==> src/rtl/arith_encoder_frame_ctrl.sv <==
// Frame sequencer in front of the arithmetic encoder: feeds beats, drains the
// pipeline on the last symbol, captures final RANGE/LOW and resets the encoder.
module arith_encoder_frame_ctrl #(
    parameter int RANGE_WIDTH     = 16,
    parameter int LOW_WIDTH       = 24,
    parameter int SYMBOL_WIDTH    = 4,
    parameter int PIPELINE_STAGES = 3,
    parameter int FRAME_CNT_WIDTH = 16,
    parameter int SYM_CNT_WIDTH   = 20
) (
    input  logic                       general_clk,
    input  logic                       reset,
    input  logic                       sym_valid,
    output logic                       sym_ready,
    input  logic [RANGE_WIDTH-1:0]     sym_fl,
    input  logic [RANGE_WIDTH-1:0]     sym_fh,
    input  logic [SYMBOL_WIDTH-1:0]    sym_symbol,
    input  logic [SYMBOL_WIDTH:0]      sym_nsyms,
    input  logic                       sym_bool,
    input  logic                       sym_last,
    output logic                       enc_reset,
    output logic                       enc_valid,
    output logic [RANGE_WIDTH-1:0]     enc_fl,
    output logic [RANGE_WIDTH-1:0]     enc_fh,
    output logic [SYMBOL_WIDTH-1:0]    enc_symbol,
    output logic [SYMBOL_WIDTH:0]      enc_nsyms,
    output logic                       enc_bool,
    input  logic [RANGE_WIDTH-1:0]     enc_range,
    input  logic [LOW_WIDTH-1:0]       enc_low,
    output logic                       frame_done,
    output logic [RANGE_WIDTH-1:0]     frame_range,
    output logic [LOW_WIDTH-1:0]       frame_low,
    output logic [SYM_CNT_WIDTH-1:0]   frame_symbols,
    output logic [FRAME_CNT_WIDTH-1:0] frame_count
);

    localparam int DW = $clog2(PIPELINE_STAGES + 1);

    typedef enum logic [2:0] {
        S_INIT,
        S_RUN,
        S_DRAIN,
        S_CAPTURE,
        S_FRESET
    } state_t;

    state_t                   state;
    state_t                   state_nxt;
    logic [DW-1:0]            drain_cnt;
    logic [SYM_CNT_WIDTH-1:0] sym_cnt;
    logic                     accept;

    // Ready is masked by reset so a beat is never seen as taken in a reset cycle.
    assign sym_ready  = (state == S_RUN) && !reset;
    assign accept     = sym_valid && sym_ready;
    assign enc_reset  = reset || (state == S_INIT) || (state == S_FRESET);
    assign frame_done = (state == S_FRESET);

    always_comb begin
        state_nxt = state;
        unique case (state)
            S_INIT:    state_nxt = S_RUN;
            S_RUN:     if (accept && sym_last) state_nxt = S_DRAIN;
            S_DRAIN:   if (drain_cnt <= DW'(1)) state_nxt = S_CAPTURE;
            S_CAPTURE: state_nxt = S_FRESET;
            S_FRESET:  state_nxt = S_RUN;
            default:   state_nxt = S_INIT;
        endcase
    end

    always_ff @(posedge general_clk) begin
        if (reset) begin
            state         <= S_INIT;
            drain_cnt     <= '0;
            sym_cnt       <= '0;
            enc_valid     <= 1'b0;
            enc_fl        <= '0;
            enc_fh        <= '0;
            enc_symbol    <= '0;
            enc_nsyms     <= '0;
            enc_bool      <= 1'b0;
            frame_range   <= '0;
            frame_low     <= '0;
            frame_symbols <= '0;
            frame_count   <= '0;
        end else begin
            state     <= state_nxt;
            enc_valid <= accept;
            if (accept) begin
                enc_fl     <= sym_fl;
                enc_fh     <= sym_fh;
                enc_symbol <= sym_symbol;
                enc_nsyms  <= sym_nsyms;
                enc_bool   <= sym_bool;
                if (sym_cnt != '1) sym_cnt <= sym_cnt + 1'b1;
            end
            // Counts the cycles until the last symbol's result reaches enc_range/low.
            if (accept && sym_last) begin
                drain_cnt <= DW'(PIPELINE_STAGES);
            end else if (state == S_DRAIN) begin
                drain_cnt <= drain_cnt - 1'b1;
            end
            if (state == S_CAPTURE) begin
                frame_range   <= enc_range;
                frame_low     <= enc_low;
                frame_symbols <= sym_cnt;
                frame_count   <= frame_count + 1'b1;
            end
            if (state == S_FRESET) sym_cnt <= '0;
        end
    end

endmodule

==> config.mk <==
export PLATFORM = sky130hd
export DESIGN_NAME = arith_encoder_frame_ctrl
export DESIGN_NICKNAME = d
export VERILOG_FILES = /design/src/rtl/arith_encoder_frame_ctrl.sv
export SDC_FILE = /design/constraint.sdc
export NUM_CORES = 1
export LEC_CHECK = 0
export ABC_AREA = 1
export BUFFER_PORTS_ARGS = -buffer_cell sky130_fd_sc_hd__buf_2
export CAP_MARGIN = 20
export CORE_AREA = 2 2 112 125
export DETAILED_ROUTE_END_ITERATION = 12
export DIE_AREA = 0 0 114 127
export PLACE_DENSITY_LB_ADDON = 0.05
export REMOVE_ABC_BUFFERS = 1
export SLEW_MARGIN = 5
export SYNTH_ARGS = -nofsm -noshare
export SYNTH_HDL_FRONTEND = slang
export SYNTH_SLANG_ARGS = --single-unit
==> constraint.sdc <==
create_clock -name general_clk -period 1.44 [get_ports general_clk]
set_input_delay 0.216 -clock general_clk [delete_from_list [all_inputs] [get_ports general_clk]]
set_output_delay 0.216 -clock general_clk [all_outputs]
set_load 0.01 [all_outputs]
# Yosys cells after proc, flatten, opt, wreduce, memory -nomap -nowiden

Index checks and enable logic that the tools add are counted.

Register bits: 144
Bits of input ports: 86
Output and inout bits: 122
Logic and storage cells: 41

$add $sub $neg: 3
$lt $le $gt $ge: 1
Eq/ne operators: 7
Multiplexer cells: 5
Reductions and logical operators: 12

Operator list:

| cell                                                            | number |
|---|---|
| adder 20 x 1 -> 20 bit (second input constant)                  | 1 |
| != test 20 bit (second input constant)                          | 1 |
| adder 16 x 1 -> 16 bit (second input constant)                  | 1 |
| case mux 3 bit (4 select lines)                                 | 1 |
| == test 3 x 2 -> 1 bit (second input constant)                  | 2 |
| 2-to-1 mux 3 bit                                                | 2 |
| 2-to-1 mux 2 bit                                                | 2 |
| AND reduction 2 bit                                             | 2 |
| OR reduction 2 bit                                              | 2 |
| == test 3 x 1 -> 1 bit (second input constant)                  | 1 |
| == test 3 bit (second input constant)                           | 1 |
| logical AND 1 bit                                               | 3 |
| logical NOT 3 bit                                               | 1 |
| less-or-equal comparator 2 x 1 -> 1 bit (second input constant) | 1 |
| logical OR 1 bit                                                | 2 |
| != test 2 x 1 -> 1 bit (second input constant)                  | 1 |
| != test 2 bit (second input constant)                           | 1 |
| nonzero test 2 bit                                              | 1 |
| subtractor 2 x 1 -> 2 bit (second input constant)               | 1 |
| logical NOT 1 bit                                               | 1 |

# Depth between registers and ports, before layout

Word-level depth: 6
Depth in mapped cells: 10
Gate-level depth less buffers: 10

# Worst setup path after synthesis

Ideal clock, no wire load.

Kind: reg2reg
Start: register sym_cnt[0]
End: register sym_cnt[10]
Library setup time: 0.066 ns
Arrival: 1.412 ns
Data required time: 1.374 ns
Setup slack: -0.038 ns
Stages on the path, launching flop included: 11
Buffers on the path: 1
Clock period less this slack: 1.478 ns
Cell sequence: dfxtp_1 ha_1 nand3_1 inv_2 nand2_2 nor2_4 nand2_4 nand2_4 buf_6 nand2_1 a21oi_2

Longest elaborated chain between the ends: 2
Elaborated cells on any way between the ends: 3
Those cells by class: 1 x add/sub; 1 x eq/ne; 1 x reduce/logical

Ends and longest elaborated chain:

| what                                                           | line | source |
|---|---|---|
| from (decl)                                                    | 50   | `logic [SYM_CNT_WIDTH-1:0] sym_cnt;` |
| from (signal assigned)                                         | 95   | `if (sym_cnt != '1) sym_cnt <= sym_cnt + 1'b1;` |
| branches (longest 2 deep; another with adder 20 x 1 -> 20 bit) | -    |  |

Several ways; the timed one is not identified.
A chain may end at the register's enable or synchronous reset.

# Final worst setup path

Start: register state[0]
End: register sym_cnt[6]

Longest elaborated chain between the ends: 4
Elaborated cells on any way between the ends: 6
Those cells by class: 2 x eq/ne; 4 x reduce/logical

Ends and longest elaborated chain:

| what                          | line | source |
|---|---|---|
| from (decl)                   | 47   | `state_t state;` |
| from (signal assigned)        | 87   | `state <= state_nxt;` |
| == test 3 x 1 -> 1 bit        | 54   | `assign sym_ready = (state == S_RUN) && !reset;` |
| logical AND 1 bit             | 54   |  |
| logical AND 1 bit             | 55   | `assign accept = sym_valid && sym_ready;` |
| AND reduction 2 bit (no line) | -    |  |

Parallel ways exist; a longest one is shown, timed or not.

==> run summary <==
CP startpoint kind -> flip-flop
Post-Synth Simple-Gate Area -> 31.0%
Top-count cell post-synth -> sky130_fd_sc_hd__nand2_1
Synth area leaders -> sky130_fd_sc_hd__dfxtp_1 50%, sky130_fd_sc_hd__nand2_1 12%, sky130_fd_sc_hd__nor2_1 8.7%
Power Internal -> 0.00731 W
Antenna-violating nets left -> 0
Post-layout minimum cycle time -> 1470 ps
Setup repair after global routing missed its margin -> true
Via total after detailed routing -> 6,003
TritonCTS clock tree -> built
Post-synthesis compound-gate area fraction -> 10.9%
Detailed-routed wire length on met3 -> 1.02 mm
Number of port buffers -> 207
Detailed router's first-iteration violation count -> 298
Switching fraction of total power -> 21.7%
Data arrival time of the critical path -> 1820 ps
Maximum number of pins on one net before global-route repair -> 56
Required time reported for the critical path endpoint -> 1790 ps
Slew margin rel. -> 70.7%
Total GRT Usage -> 23.2%
Worst reg-to-reg setup slack -> -30 ps
Yosys warning count -> 0
Count of flip-flops with a built-in enable after synthesis -> 0
Largest family of logic cells by synthesized area -> simple AND/OR/NAND/NOR gates
Global placement routability congestion -> 0.803
Crit-path max FO -> 6
I/O Pins -> 208
Relative contribution of sequential cells to total power -> 44.3%
Run status -> complete, but fails checks
Number of global-route vias before repair -> 5,635
Maximum Capacitance Violations -> 0
Combinational cell fraction of total power -> 7.6%
Final cycle utilization of the critical path -> 102%
Remaining global-route overflow -> 0
Start point of the worst hold path -> sym_fl[6]
P_leak -> 4.16 nW
Achievable clock frequency -> 681 MHz
Initial core utilization -> 44.4%
Number of buffers created by CTS -> 17
Post-synthesis sequential area ratio -> 49.6%
Buffer levels on the longest clock path -> 2
Area share of the leading cell type in the synthesized netlist -> 49.6%
Type of the worst setup path -> reg2reg
Total power per unit cell area -> 1090 nW/um^2
Residual DRC count -> 0
Setup WS post-layout -> -29.2 ps
Highest Signal Layer -> met4
Worst-path clk slew -> 60 ps
Layout overhead on the synthesized area -> 47.4%
Wire length on met2 -> 8.46 mm
Count of antenna diodes in the layout -> 0
H-tree Lvls -> 4
Detailed-route wire length per cell -> 13.9 microns
Fraction of synthesized area in multiplexers -> 0%
Average cell area after synthesis -> 7.37 sq um
Post-synthesis share of cell area spent on xor and xnor gates -> 0.753%
Overall die area -> 14,500 sq um
Area of the mapped netlist -> 5810 sq um
Total Nets Final -> 1,152
Clock latency on the worst-skew pair -> 420 ps
Hold Path Sink -> enc_fl[6]
Global-route wire length before repair -> 26.9 mm
Routed length on met1 -> 7.16 mm
Clk_skew -> 9.13 ps
Total of endpoints with negative setup slack in the final report -> 10
Post-Place Setup Slack -> 4.03 ps
HPWL after DPL -> 11.3 mm
Worst hold path type -> in2reg
Origin of the critical flop-to-flop path -> state[0]
Violated checks -> setup timing
Synth Area in Adders -> 0.646%
Core area -> 13,100 sq um
X dimension of the die -> 114 microns
Part of the total power dissipated in the clock network -> 48.1%
Final Total Pwr -> 0.00934 W
DRT Pass-1 Iters -> 4
Antenna violations before repair -> 0
Sort of element at the end of the critical path -> flip-flop
Count of final max-slew check failures -> 0
Via density per instance -> 4.86
WHS Path Cells -> 3
Number of register bits inferred by synthesis -> 144
Depth of the worst register-to-register path -> 8
Number of sinks driven by the clock tree -> 144
Actual transition at the worst max-transition pin -> 440 ps
Library cell occupying the most area in the post-synthesis netlist -> sky130_fd_sc_hd__dfxtp_1
Wirelength, routed -> 17.1 mm
Async S/R FF share, synth -> 0%
Crit Reg-Reg Endpoint -> sym_cnt[6]
Layout cells sized above 1 -> 34.5%
Root Driver -> sky130_fd_sc_hd__clkbuf_16
Net switching power figure -> 0.00203 W
Number of hold-slack violations in the final timing report -> 0
Worst VDD drop -> 0.800 mV
Synth cell types -> 31
Std-Cell Rows -> 44
Commonest cells in the netlist -> 191 x sky130_fd_sc_hd__nand2_1, 144 x sky130_fd_sc_hd__dfxtp_1, 134 x sky130_fd_sc_hd__nor2_1
Predominant post-synthesis flop cell -> sky130_fd_sc_hd__dfxtp_1
Vertical extent of the die -> 127 microns
Post-Syn Instances -> 789
power groups by stage:
stage          clock network (W)  logic, W  registers, W
3_5_place_dp                   0  0.000596       0.00422
5_1_grt                  0.00474  0.000780       0.00415
2_1_floorplan                  0  0.000196       0.00427
6_report                 0.00449  0.000710       0.00414
4_1_cts                  0.00456  0.000685       0.00414
3_3_place_gp                   0  0.000595       0.00422
area by class of cell:
class / instances / area, sq um
Clock inverter: 6 / 105
Tap cell: 161 / 201
Sequential cell: 144 / 2900
Fill cell: 1163 / 4540
Inverter: 51 / 201
Timing Repair Buffer: 294 / 1900
Clock buffer: 24 / 492
Multi-Input combinational cell: 555 / 2770
critical path, stage by stage (launching register included):
cell                      delay [ps]
sky130_fd_sc_hd__dfxtp_2         340
sky130_fd_sc_hd__inv_2            50
sky130_fd_sc_hd__nor2_4          110
sky130_fd_sc_hd__nand4_4         190
sky130_fd_sc_hd__buf_6           190
sky130_fd_sc_hd__nor2_2          150
sky130_fd_sc_hd__buf_4           170
sky130_fd_sc_hd__nand2_1          70
sky130_fd_sc_hd__a21oi_2         130
layer usage:
metal / GRT usage (%) / vias to the layer above
met2: 38.9 / 168
met5: 0 / -
li1: - / 3077
met3: 6.83 / 39
met4: 10.3 / 0
met1: 27.6 / 2719
sequential cells by signal (all words and copies together), names as in the netlist:
signal	cells
drain_cnt	2
enc_bool	1
enc_fh	16
enc_fl	16
enc_nsyms	5
enc_symbol	4
enc_valid	1
frame_count	16
frame_low	24
frame_range	16
frame_symbols	20
state	3
sym_cnt	20
logic make-up (layout without fill, tap and decap cells):
family | count (synthesis) | count (layout)
AOI/OAI and AO/OA | 120 | 120
xor gates and xnor gates | 5 | 5
adders and majority gates | 3 | 3
buffers and inverters | 93 | 375
DFF | 144 | 144
and+or+nand+nor | 424 | 427
placed cells by master (no fill, tap or decap), types with 6 or more instances in the layout:
cell                              n
sky130_fd_sc_hd__inv_1           43
sky130_fd_sc_hd__o21ai_0         72
sky130_fd_sc_hd__nand2_4          6
sky130_fd_sc_hd__nand4_1          9
sky130_fd_sc_hd__nand3_1         56
sky130_fd_sc_hd__nand2_1        179
sky130_fd_sc_hd__dlygate4sd3_1   39
sky130_fd_sc_hd__a21oi_1         31
sky130_fd_sc_hd__nor2_1         125
sky130_fd_sc_hd__buf_2          207
sky130_fd_sc_hd__nand2_2         10
sky130_fd_sc_hd__buf_12           8
sky130_fd_sc_hd__nand3_2         10
sky130_fd_sc_hd__nor2_4           9
sky130_fd_sc_hd__dfxtp_1        131
sky130_fd_sc_hd__dfxtp_2         13
sky130_fd_sc_hd__a21oi_2         11
sky130_fd_sc_hd__buf_4           37
sky130_fd_sc_hd__clkbuf_16       17
sky130_fd_sc_hd__nor2_2          12
timing repair:
item                                    CTS  global route
hold endpoints to repair                 39             0
endpoints found under the setup margin    7            54
hold buffers                             39             0
gates resized for setup                   9            64
buffers inserted                          0             8
pin swaps                                 0            29
cloned                                    0             3
per-stage QoR:
step,hold slack (ps),setup TNS [ps],cell area (sq um),util [%],instances
floorplan,285,-161260,5600,-,747
global placement,410,0,7240,55.3,1155
detailed placement,413,0,7240,55.3,1155
CTS,4.54,-51.8,8260,63.0,1224
global route,21.8,-2030,8570,65.4,1235
finish,16.5,-224,8570,65.4,1235
worst max-delay path by stage:
stage / startpoint / end / slack, ps / cells after the start
floorplan: state[1] / frame_count[12] / -2060 / 8
global route: sym_cnt[1] / sym_cnt[14] / -130 / 9
detailed placement: state[1] / frame_count[12] / 4 / 8
finish: state[0] / sym_cnt[6] / -30 / 8
global placement: sym_cnt[0] / sym_cnt[1] / 30 / 9
CTS: state[0] / sym_ready / -50 / 5
No activity file was read; power rests on OpenSTA's default activity.
